`config.mk`:
```
export PLATFORM = sky130hd
export DESIGN_NAME = port_arbiter
export DESIGN_NICKNAME = d
export VERILOG_FILES = /design/src/rtl/port_arbiter.sv
export SDC_FILE = /design/constraint.sdc
export NUM_CORES = 1
export LEC_CHECK = 0
export ABC_AREA = 1
export BUFFER_PORTS_ARGS = -buffer_cell sky130_fd_sc_hd__buf_2
export CAP_MARGIN = 30
export CORE_MARGIN = 8
export CORE_UTILIZATION = 42
export CTS_CLUSTER_DIAMETER = 100
export CTS_CLUSTER_SIZE = 10
export DETAILED_ROUTE_END_ITERATION = 8
export PLACE_DENSITY = 0.79
export SYNTH_ARGS = -nofsm -noshare
export SYNTH_HDL_FRONTEND = slang
export SYNTH_SLANG_ARGS = --single-unit
```
`constraint.sdc`:
```
create_clock -name clk -period 3.1 [get_ports clk]
set_input_delay 0.62 -clock clk [delete_from_list [all_inputs] [get_ports clk]]
set_output_delay 0.62 -clock clk [all_outputs]
set_load 0.005 [all_outputs]
```
`src/rtl/port_arbiter.sv`:
```
// Wormhole output-port arbiter: round-robin grant among N_REQ requesters,
// locked to one owner from the first flit until its tail flit transfers.
module port_arbiter #(
    parameter int N_REQ  = 5,
    parameter int DATA_W = 32
) (
    input  logic                    clk,
    input  logic                    rst,
    input  logic [N_REQ-1:0]        req_valid,
    input  logic [N_REQ*DATA_W-1:0] req_data,
    input  logic [N_REQ-1:0]        req_last,
    output logic [N_REQ-1:0]        req_ready,
    output logic                    out_valid,
    output logic [DATA_W-1:0]       out_data,
    output logic                    out_last,
    input  logic                    out_ready,
    output logic [N_REQ-1:0]        grant,
    output logic [15:0]             flit_cnt
);
    localparam int PW = (N_REQ > 1) ? $clog2(N_REQ) : 1;

    typedef enum logic {IDLE = 1'b0, LOCKED = 1'b1} state_t;

    state_t        state, state_next;
    logic [PW-1:0] ptr;
    logic [PW-1:0] own_idx;
    logic [PW-1:0] win_idx;
    logic          win_found;
    logic          xfer;
    int            idx;

    // Round-robin scan starting just after the last packet's owner.
    always_comb begin
        win_found = 1'b0;
        win_idx   = '0;
        idx       = 0;
        for (int i = 1; i <= N_REQ; i++) begin
            idx = (int'(ptr) + i) % N_REQ;
            if (!win_found && req_valid[idx]) begin
                win_found = 1'b1;
                win_idx   = PW'(idx);
            end
        end
    end

    always_ff @(posedge clk or posedge rst) begin
        if (rst) state <= IDLE;
        else     state <= state_next;
    end

    always_comb begin
        state_next = state;
        case (state)
            IDLE:    if (win_found) state_next = LOCKED;
            LOCKED:  if (xfer && out_last) state_next = IDLE;
            default: state_next = IDLE;
        endcase
    end

    // Owner's channel is routed straight through; nobody else sees ready.
    always_comb begin
        out_valid = 1'b0;
        req_ready = '0;
        out_data  = req_data[int'(own_idx)*DATA_W +: DATA_W];
        out_last  = req_last[own_idx];
        if (state == LOCKED) begin
            out_valid          = req_valid[own_idx];
            req_ready[own_idx] = out_ready;
        end
    end

    assign xfer = out_valid && out_ready;

    always_ff @(posedge clk or posedge rst) begin
        if (rst) begin
            ptr     <= PW'(N_REQ - 1);
            own_idx <= '0;
            grant   <= '0;
        end else if (state == IDLE && win_found) begin
            own_idx <= win_idx;
            grant   <= N_REQ'(1) << win_idx;
        end else if (state == LOCKED && xfer && out_last) begin
            ptr     <= own_idx;
            grant   <= '0;
        end
    end

    always_ff @(posedge clk or posedge rst) begin
        if (rst)                            flit_cnt <= '0;
        else if (xfer && flit_cnt != 16'hFFFF) flit_cnt <= flit_cnt + 16'd1;
    end
endmodule

```
## Word-level counts from Yosys, hierarchy flattened

Cells that the tools add are included.

| word-level totals | value |
|---|---|
| bits in registers | 28 |
| input port bits | 173 |
| output and inout bits | 60 |
| logic and storage cells | 84 |

| operators by class | value |
|---|---|
| add/sub/neg operators | 6 |
| div/mod/pow operators | 5 |
| $lt $le $gt $ge | 7 |
| equality and inequality tests | 1 |
| shift-type cells | 2 |
| mux-type cells | 38 |
| bitwise gates (word level) | 3 |
| reductions and logical operators | 17 |

Operator list:

| operator | number |
|---|---|
| < comparator 32 x 5 -> 1 bit, second input constant | 5 |
| modulo 32 x 4 -> 32 bit, second input constant | 5 |
| indexed part select 160 x 9 -> 32 bit | 1 |
| binary-select mux 1 bit (select 3 bit) | 7 |
| two-way mux 1 bit | 21 |
| adder 16 x 1 -> 16 bit, second input constant | 1 |
| inequality test 16 bit, second input constant | 1 |
| two-way mux 3 bit | 5 |
| two-way mux 5 bit | 3 |
| logical AND 1 bit | 11 |
| adder 3 x 2 -> 4 bit, second input constant | 2 |
| adder 3 x 3 -> 4 bit, second input constant | 2 |
| AND 5 bit | 1 |
| left shift 1 x 3 -> 5 bit, first input constant | 1 |
| adder 3 x 1 -> 4 bit, second input constant | 1 |
| logical NOT 1 bit | 4 |
| < comparator 3 x 4 -> 1 bit, second input constant | 1 |
| demux 1 bit (select 3 bit) | 1 |
| >= comparator 3 x 1 -> 1 bit, second input constant | 1 |
| NOT 1 bit | 2 |
| one-hot mux 1 bit (2 select lines) | 1 |
| AND reduction 2 bit | 1 |
| nonzero test 2 bit | 1 |

## Logic depth before layout (Yosys ltp)

Gate-level depths: netlist of run 1.

| depth | value |
|---|---|
| depth after elaboration | 21 |
| depth in mapped cells | 29 |

## Worst setup path after synthesis of run 1

No wires, ideal clock.

| timing path | value |
|---|---|
| path kind | register -> register |
| start point | reg ptr[0] |
| end point | reg grant[3] |
| data arrival time | 3313 ps |
| setup slack | -331 ps |
| stages on the path, launching flop included | 25 |
| cell sequence | dfrtp_1 -> buf_4 -> inv_1 -> ha_1 -> ha_1 -> nor2_4 -> nand2_2 -> nand2_4 -> xor2_1 -> ha_1 -> inv_1 -> or2_2 -> nand2_4 -> nand3_1 -> nand2_1 -> nand3_1 -> or2_1 -> nand2_2 -> inv_2 -> nand2_4 -> nand2_4 -> inv_4 -> nor2_4 -> nand2_1 -> nand2_1 |

| between the ends | value |
|---|---|
| word-level cells in the longest chain between the ends | 20 |
| elaborated cells on any way between the ends | 47 |
| those cells by class | add/sub (5); div (5); shift (1); mux (26); reduce/logical (10) |

Ends and longest elaborated chain:

| element | RTL line | source |
|---|---|---|
| from (decl) | 25 | `logic [PW-1:0] ptr;` |
| from (signal assigned) | 76 | `ptr <= PW'(N_REQ - 1);` |
| from (signal assigned) | 83 | `ptr <= own_idx;` |
| adder 3 x 1 -> 4 bit | 38 | `idx = (int'(ptr) + i) % N_REQ;` |
| modulo 32 x 4 -> 32 bit | 38 |  |
| binary-select mux 1 bit (select 3 bit) | 39 | `if (!win_found && req_valid[idx]) begin` |
| two-way mux 1 bit (implied by the code) (2 in a row) | 39 |  |
| two-way mux 1 bit | 39 |  |
| logical NOT 1 bit | 39 |  |
| logical AND 1 bit | 39 |  |
| two-way mux 1 bit | 39 |  |
| (+3 left out) | -- |  |
| logical NOT 1 bit | 39 |  |
| logical AND 1 bit | 39 |  |
| two-way mux 1 bit | 39 |  |
| logical NOT 1 bit | 39 |  |
| logical AND 1 bit | 39 |  |
| two-way mux 3 bit / two-way mux 1 bit (equally long branches) | 39 |  |
| left shift 1 x 3 -> 5 bit / logical AND 1 bit (equally long branches) | 81, 79 |  |
| two-way mux 5 bit / nonzero test 2 bit (equally long branches) | -- |  |
| to (signal assigned) | 81 | `grant <= N_REQ'(1) << win_idx;` |
| to (decl) | 17 | `output logic [N_REQ-1:0] grant,` |

Parallel ways exist; a longest one is shown, timed or not. The select of a mux whose other input is x is not followed.
A chain may end at the register's enable or synchronous reset.

## Worst setup path in the final report of run 1

| timing path | value |
|---|---|
| start point | reg ptr[2] |
| end point | reg grant[3] |

Same word-level chain as after synthesis.

==> flow_summary.ini, run 1 <==
[logic_synthesis]
yosysTopAreaCell = dfrtp_1
synth-xor-area-share_pct = 4.23
yosys.area_share.simple_pct = 41.8
synth_top_family_by_area = simple AND/OR/NAND/NOR gates
synth_fa_ha_area_share_pct = 7.56
ys.flop_type = dfrtp_1
ys_warn_count = 0
syn_area_mm2 = 0.00414
synthArstFlopShare_pct = 100
seq_area_frac_synth_pct = 17.0
yosysTopAreaCellShare_pct = 16.3
synth_area_leaders = dfrtp_1 16%, nand2_1 13%, o21ai_0 9.4%
synth_edf_count = 0
avgSynthCellArea_um2 = 6.32
syn_inst = 655
synth.distinct_cells = 43
synth_compound_area_share_pct = 20.3
synth-seq-cells = 28
syn-num-nets = 853
muxShareOfSynthArea_pct = 0

[routing]
antenna_violating_nets_post_route = 0
viasPerCell = 5.19
dr.pass1.iters = 5
vias = 5549
drt_iter0_drc = 309
drt-total-wl_mm = 17.0
wl_per_cell_um = 15.9
drc = 0

[floorplanning]
start_util_pct = 42.7
core_mm2 = 0.00968
ios = 233
die_w_um = 115
std_cell_rows = 36
die_y_um = 115
dieArea_mm2 = 0.0133

[global_route]
antenna_found_initial = 4
grt_max_degree = 55
grt_pass1_vias = 5401
overflow = 0
grt_pass1_wl_mm = 25.6
grt_usage_pct = 23.6

[sta]
setup_viol = 9
setup_ws_ns = -0.273
worst_pin_slew_ns = 0.466
finalCritPeriodShare_pct = 109
fmax_mhz = 297
hold_violations = 0
tns_ns = -2.24
rsz0062_at_grt = true
finalMaxSlewViolations = 0
period_needed_ns = 3.37
maxSlewHeadroom_pct = 68.9
skew_ns = 0.00348

[clocking]
clk_latency_ns = 0.27
cts.htree.levels = 1
cts_tree = yes
clockBufferDepth = 2
cts_buffers = 3
cts_root_buf = clkbuf_8
clkSinkCount = 28
clk_pin_slew_ns = 0.10

[finish]
fin_nets = 1131
final_area_mm2 = 0.00631
fill_cells = 874
final_cell_mix = 232 x buf_2, 121 x nand2_1, 91 x nor2_1, 75 x o21ai_0, 69 x buf_4
final_layout_size_suffix_gt1_share_pct = 46.4
area_growth_pct = 52.4
seqCellArea_um2 = 706
mostFrequentLayoutCell = buf_2
final_core_util_pct = 65.1
multi_input_area_mm2 = 0.00338
final_cells = 1069

[pwr]
peakVddDrop_mv = 0.169
p_leak_nw = 3.37
power_density_mw_per_mm2 = 131

[place]
gp_congestion = 0.906
placed_cells = 1046
dpl.hpwl_mm = 13.6
place_area_mm2 = 0.00595
numPortBuffers = 232
dp_slack_ns = -0.256

[setup_path]
crit_arrival_ns = 3.59
end_kind = flop
start_kind = flop
reg2reg_from = ptr[2]
critPathMaxStageDelay_ns = 0.65
critPathRequiredTime_ns = 3.32
worst_r2r_endpoint = grant[3]
crit_path_top_delay_cell = dfstp_2
rr_worst_depth = 26
worstSetupPathType = flop to flop
critPathMaxFanout = 6
crit_top_cell = nand2_4
rrSetupSlack_ns = -0.27

[status]
violations = negative setup slack
outcome = finished with violations

[run]
cap_violations = 0

[hold_path]
hold_class = input pin to asynchronous set/reset pin
[stage by stage]
step / total power [mW] / hold slack, ns
after CTS: 0.823 / 0.397
after floorplan: 0.421 / 0.465
after detailed placement: 0.538 / 0.465
after global placement: 0.536 / 0.463
after global routing: 0.864 / 0.421
final: 0.825 / 0.388
[area by class of cell]
class,instances,area share [%]
Multi-Input combinational cell,532,53.5
Timing Repair Buffer,303,27.1
Sequential cell,28,11.2
Inverter,65,4.23
Tap cell,133,2.64
Clock buffer,3,0.655
Clock inverter,1,0.476
Antenna cell,4,0.159
[logic make-up (layout without fill, tap and decap cells)]
| group | after synthesis | in the layout |
|---|---|---|
| xor gates and xnor gates | 20 | 20 |
| AOI/OAI and AO/OA | 134 | 134 |
| other | 0 | 4 |
| adders and majority gates | 25 | 25 |
| buffers and inverters | 95 | 372 |
| DFF | 28 | 28 |
| and+or+nand+nor | 353 | 353 |
[per-layer routing]
| metal | track usage (%) | vias up | part of all wire (%) |
|---|---|---|---|
| li1 | - | 2756 | - |
| met2 | 44.2 | 223 | 52 |
| met3 | 5.51 | 30 | 7.1 |
| met1 | 26.0 | 2540 | 38 |
| met5 | 0 | - | 0 |
| met4 | 5.87 | 0 | 2.2 |
[where the power goes]
group | internal [mW] | total (mW) | switching (mW)
logic | 0.0965 | 0.171 | 0.0743
registers | 0.365 | 0.365 | 0
clock network | 0.173 | 0.289 | 0.116
[registers in the layout, indices dropped and copies added, names as in the netlist]
| name | flops |
|---|---|
| flit_cnt | 16 |
| grant | 5 |
| own_idx | 3 |
| ptr | 3 |
| state | 1 |
[repair_timing]
action / in CTS / in global routing
pin swaps: 12 / 4
gates cloned: 0 / 0
gates resized for setup: 17 / 26
hold buffers: 0 / 0
buffers inserted: 10 / 5
endpoints found under the setup margin: 9 / 9
[worst max path at each step]
stage / slack (ns) / end / cells after the start / from
global route: -0.49 / grant[3] / 26 / ptr[2]
detailed placement: -0.26 / grant[3] / 26 / ptr[1]
finish: -0.27 / grant[3] / 26 / ptr[2]
global placement: -0.14 / grant[1] / 23 / ptr[2]
CTS: -0.20 / grant[3] / 24 / ptr[2]
floorplan: -0.09 / grant[0] / 25 / ptr[0]
[synthesized netlist by cell type (2+ instances only)]
master and count:
o221ai_1 33, inv_1 57, buf_2 2, or2_2 3, clkbuf_1 25, nand2_4 6
ha_1 25, nand3_4 2, nor2_1 93, nor3_2 2, o21ai_0 78, xor2_1 12
nand2_2 24, nand3_1 45, nand4_1 11, nand2_1 138, nand3_2 11, o211ai_1 3
dfrtp_1 27, nor3_1 3, nor2_4 2, o21ai_1 5, xnor2_1 8, nand3b_1 2
inv_2 6, buf_4 2, nand2_8 2, a21oi_1 10, nor2_2 4
[critical path: cells and delay by family (launching register included)]
kind            cells  cell delay, ns
xor+xnor            1            0.17
compound gates      1            0.15
simple gates       17            1.60
fa+ha+maj           2            0.36
flops               1            0.65
buf+inv             5            0.38
Power figures use the tool's default switching activity.
==> run 2: changes to the inputs <==
ABC_AREA = default   (was 1)
CORE_UTILIZATION = 43   (was 42)
PLACE_DENSITY = 0.78   (was 0.79)
==> flow_summary.ini, run 2 <==
[status]
outcome = finished with violations
violations = negative setup slack

[logic_synthesis]
synth-seq-cells = 28
synthMostInstantiatedCell = mux2i_1
synth_area_leaders = mux2i_1 18%, dfrtp_1 15%, ha_1 6.9%
ys.flop_type = dfrtp_1
ys_top_cells_by_count = 80 x mux2i_1, 56 x nor2_1, 44 x a21oi_1, 39 x nand2_1, 38 x o22ai_1
ys_warn_count = 0
yosysTopAreaCell = mux2i_1
syn_area_mm2 = 0.00456
syn-num-nets = 771
seq_area_frac_synth_pct = 15.4
synth_edf_count = 0
syn_inst = 573
avgSynthCellArea_um2 = 7.95
synthArstFlopShare_pct = 100
yosysTopAreaCellShare_pct = 17.6
synth.distinct_cells = 79

[routing]
drt_iter0_drc = 491
drt-total-wl_mm = 20.1
viasPerCell = 5.73
wl_per_cell_um = 19.9
antenna_violating_nets_post_route = 0
drc = 0
dr.pass1.iters = 5
vias = 5795

[floorplanning]
die_y_um = 119
die_w_um = 119
ios = 233
dieArea_mm2 = 0.0141
core_mm2 = 0.0103
std_cell_rows = 37
start_util_pct = 44.1

[setup_path]
start_kind = flop
worstSetupPathType = flop to flop
critPathRequiredTime_ns = 3.26
crit_path_top_delay_cell = dfrtp_2
critPathMaxStageDelay_ns = 0.44
critPathMaxFanout = 6
rrSetupSlack_ns = -0.89
crit_arrival_ns = 4.14
end_kind = flop
worstPathCellList = buf_4 -> inv_2 -> ha_4 -> ha_4 -> nor4b_4 -> nor3_4 -> xnor2_2 -> ha_2 -> inv_2 -> a32oi_2 -> a32oi_4 -> nand4_1 -> nor4bb_4 -> a31oi_4 -> nand4b_1 -> buf_4 -> o21ai_4 -> o32ai_2

[global_route]
antenna_found_initial = 3
grt_usage_pct = 26.1
overflow = 0
grt_max_degree = 33
grt_pass1_vias = 6086
grt_pass1_wl_mm = 30.9

[place]
place_area_mm2 = 0.00655
gp_congestion = 0.980
numPortBuffers = 232
dpl.hpwl_mm = 16.1

[clocking]
clk_pin_slew_ns = 0.10
clkSinkCount = 28
cts_tree = yes
cts_root_buf = clkbuf_8
cts.htree.levels = 1
clk_latency_ns = 0.28
cts_buffers = 3
hold_buffers = 0
clockBufferDepth = 2

[sta]
worst_pin_slew_ns = 0.755
hold_violations = 0
rsz0062_at_grt = true
skew_ns = 0.00245
maxSlewHeadroom_pct = 49.6
finalCritPeriodShare_pct = 129
fmax_mhz = 251
setup_viol = 9
period_needed_ns = 3.99
holdWs_ns = 0.454
setup_ws_ns = -0.889
finalMaxSlewViolations = 0

[finish]
final_area_mm2 = 0.00689
final_layout_size_suffix_gt1_share_pct = 48.6
fill_cells = 853
largest_register = flit_cnt
area_growth_pct = 51.2
top_regs = flit_cnt: 16 flops, grant: 5 flops
multi_input_area_mm2 = 0.00385
mostFrequentLayoutCell = buf_2
final_cell_mix = 232 x buf_2, 104 x buf_4, 80 x mux2i_1, 53 x nor2_1, 42 x a21oi_1
seqCellArea_um2 = 708
fin_nets = 1072
largest_reg_flops = 16

[run]
cap_violations = 0

[hold_path]
hold_class = input pin to asynchronous set/reset pin

[pwr]
power_density_mw_per_mm2 = 1150
p_leak_nw = 3.41
peakVddDrop_mv = 0.510
## run 2: worst max-delay path: cells and delay by family, from the launching register on
family / cells / cell delay (ns)
AND/OR/NAND/NOR: 5 / 1.28
AO/OA/AOI/OAI: 5 / 0.76
adder cells (fa/ha/maj): 3 / 0.64
buffers and inverters: 4 / 0.49
flip-flops: 1 / 0.44
XOR/XNOR: 1 / 0.27
## run 2: timing repair
action                     in CTS  in global routing
gates resized for setup        24                 14
setup endpoints to repair       9                  9
buffers inserted                8                  6
hold endpoints to repair        0                  0
cloned                          0                  0
pin swaps                       9                 10
## run 2: logic make-up after synthesis
kind of cell / Yosys count / share of synthesized area, %
compound gates: 161 / 25.5
xor+xnor: 26 / 5.74
fa+ha+maj: 25 / 6.86
buf+inv: 70 / 6.32
flops: 28 / 15.4
mux: 88 / 20.3
simple gates: 175 / 19.9
## run 2: power by group
| part | internal [mW] | leakage (nW) | switching [mW] |
|---|---|---|---|
| Clock | 0.173 | 0.0357 | 0.121 |
| Combinational | 3.29 | 3.01 | 3.67 |
| Sequential | 0.469 | 0.361 | 0.201 |
## run 2: worst paths after layout
path,start,to,depth (start not counted)
min,rst,flit_cnt[5],2
max in group asynchronous,rst,flit_cnt[13],3
max,ptr[0],grant[3],18
min in group clk,flit_cnt[5],flit_cnt[5],1
min reg2reg,flit_cnt[5],flit_cnt[5],1
max reg2reg,ptr[0],grant[3],18
## run 2: cell type report
class,instances,area share [%]
Antenna cell,3,0.109
Clock buffer,3,0.599
Clock inverter,1,0.436
Inverter,27,1.58
Multi-Input combinational cell,475,55.8
Sequential cell,28,10.3
Tap cell,136,2.47
Timing Repair Buffer,339,28.7
## run 2: routing by layer
metal  up-vias  part of all wire (%)  routed length [µm]  global-route usage, %
met2       263                    53               10700                   49.2
li1       2731                     -                   -                      -
met4         0                   3.0                 599                   10.1
met3        55                   6.7                1340                   5.15
met5         -                     0                   0                      0
met1      2746                    37                7460                   28.1
## run 2: per-stage QoR
step | instances | util [%] | setup TNS [ns] | total power [mW] | setup slack, ns
detailed placement | 991 | 63.4 | -6.78 | 6.81 | -0.841
CTS | 1003 | 65.8 | -6.04 | 7.49 | -0.723
floorplan | 573 | - | -7.44 | 4.60 | -0.898
global route | 1012 | 66.7 | -9.70 | 8.45 | -1.13
global placement | 991 | 63.4 | -5.16 | 6.63 | -0.640
finish | 1012 | 66.7 | -7.58 | 7.92 | -0.889
==> run 3: changes to the inputs <==
CORE_UTILIZATION = 40   (was 43)
PLACE_DENSITY = 0.74   (was 0.78)
REMOVE_ABC_BUFFERS = 1   (was default)
==> flow_summary.ini, run 3 (synthesized netlist as in run 2, its figures left out) <==
[status]
outcome = finished with violations
violations = negative setup slack

[setup_path]
critPathRequiredTime_ns = 3.28
worstSetupPathType = flop to flop
critPathLaunch = ptr[2]
end_kind = flop
worst_r2r_endpoint = grant[2]
critPathMaxStageDelay_ns = 0.65
crit_path_top_delay_cell = dfstp_2
start_kind = flop
reg2reg_from = ptr[2]
crit_arrival_ns = 3.96
rr_worst_depth = 15
worstPathCellList = buf_12 -> buf_8 -> xor2_4 -> buf_4 -> nand2_1 -> ha_1 -> nor3b_2 -> a211oi_2 -> nor4_2 -> mux2_1 -> a32o_2 -> a2111oi_4 -> o21a_1 -> a211oi_4 -> o32ai_1
rrSetupSlack_ns = -0.68
critPathMaxFanout = 7

[routing]
dr.pass1.iters = 5
antenna_violating_nets_post_route = 0
wl_per_cell_um = 19.1
viasPerCell = 5.55
vias = 5675
drt-total-wl_mm = 19.6
drc = 0
drt_iter0_drc = 402

[finish]
final_area_mm2 = 0.00698
final_cells = 1023
multi_input_area_mm2 = 0.00383
largest_reg_flops = 16
antennaDiodeCount = 0
largest_register = flit_cnt
fill_cells = 1003
final_cell_mix = 232 x buf_2, 107 x buf_4, 80 x mux2i_1, 54 x nor2_1, 41 x a21oi_1
fin_nets = 1079
top_regs = flit_cnt: 16 flops, grant: 5 flops
mostFrequentLayoutCell = buf_2
area_growth_pct = 53.3
seqCellArea_um2 = 706
final_layout_size_suffix_gt1_share_pct = 48.4

[clocking]
clk_pin_slew_ns = 0.07
cts_root_buf = clkbuf_16
cts.htree.levels = 1
clkSinkCount = 28
cts_tree = yes
cts_buffers = 3
clk_latency_ns = 0.27
clockBufferDepth = 2

[floorplanning]
die_y_um = 123
core_mm2 = 0.0113
ios = 233
std_cell_rows = 39
dieArea_mm2 = 0.0151
die_w_um = 123
start_util_pct = 40.4

[sta]
setup_viol = 9
skew_ns = 0.00384
hold_violations = 0
rsz0062_at_grt = true
maxSlewHeadroom_pct = 56.3
worst_pin_slew_ns = 0.650
setup_ws_ns = -0.682
period_needed_ns = 3.78
finalMaxSlewViolations = 0
holdWs_ns = 0.408
fmax_mhz = 264
finalCritPeriodShare_pct = 122

[hold_path]
hold_class = input pin to asynchronous set/reset pin

[pwr]
peakVddDrop_mv = 0.489
p_leak_nw = 3.47
p_total_mw = 8.00
power_density_mw_per_mm2 = 1150

[global_route]
antenna_found_initial = 7
grt_pass1_vias = 5633
overflow = 0
grt_max_degree = 39
grt_pass1_wl_mm = 29.4
grt_usage_pct = 24.2

[run]
cap_violations = 0

[place]
placed_cells = 1001
dpl.hpwl_mm = 15.6
place_area_mm2 = 0.00645
gp_congestion = 0.930
numPortBuffers = 232
==> run 3: metal layers <==
layer  routed length, µm  part of all wire, %  up-vias  global-route usage, %
met5                  78                 0.40        -                      0
met4                 372                  1.9       14                   5.71
met3                1800                  9.2       43                   7.77
met2                9390                   48      244                   39.7
met1                7940                   41     2635                   30.2
li1                    -                    -     2739                      -
==> run 3: what timing repair did <==
action	in CTS	in global routing
pin swaps	15	2
setup endpoints to repair	9	9
buffers inserted	16	3
hold buffers	0	0
resized for setup	45	11
==> run 3: where the power goes <==
part / internal, mW / leakage (nW) / switching [mW]
combinational: 3.41 / 3.05 / 3.55
clock: 0.257 / 0.0511 / 0.130
sequential: 0.467 / 0.363 / 0.178
total: 4.14 / 3.47 / 3.86
==> run 3: final cells by class <==
class,count,area share (%)
clock buffers,3,1.07
clock inverters,1,0.430
inverters,27,1.45
multi-input cells,475,54.8
flip-flops and latches,28,10.1
well taps,143,2.56
repair buffers,346,29.6
==> run 3: metrics by stage <==
| stage | setup TNS, ns | worst slack (ns) | util [%] |
|---|---|---|---|
| after floorplan | -79.29 | -2.05 | - |
| after global placement | -6.42 | -0.761 | 57.2 |
| after detailed placement | -7.64 | -0.892 | 57.2 |
| after CTS | -4.99 | -0.592 | 61.2 |
| after global routing | -7.70 | -0.900 | 62.0 |
| final | -5.76 | -0.682 | 62.0 |
==> run 3: how the worst max path moves through the flow <==
stage | end | slack [ns]
6_report | grant[2] | -0.68
4_1_cts | grant[0] | -0.59
3_5_place_dp | grant[0] | -0.89
2_1_floorplan | grant[0] | -2.05
5_1_grt | grant[3] | -0.90
3_3_place_gp | grant[2] | -0.76
==> run 3: worst max-delay path, delay by kind of cell, from the launching register on <==
family                   cells  cell delay [ns]
buffers and inverters        3             0.42
AO/OA/AOI/OAI                6             1.53
multiplexers                 1             0.36
adder cells (fa/ha/maj)      1             0.33
AND/OR/NAND/NOR              3             0.22
flip-flops                   1             0.65
XOR/XNOR                     1             0.17
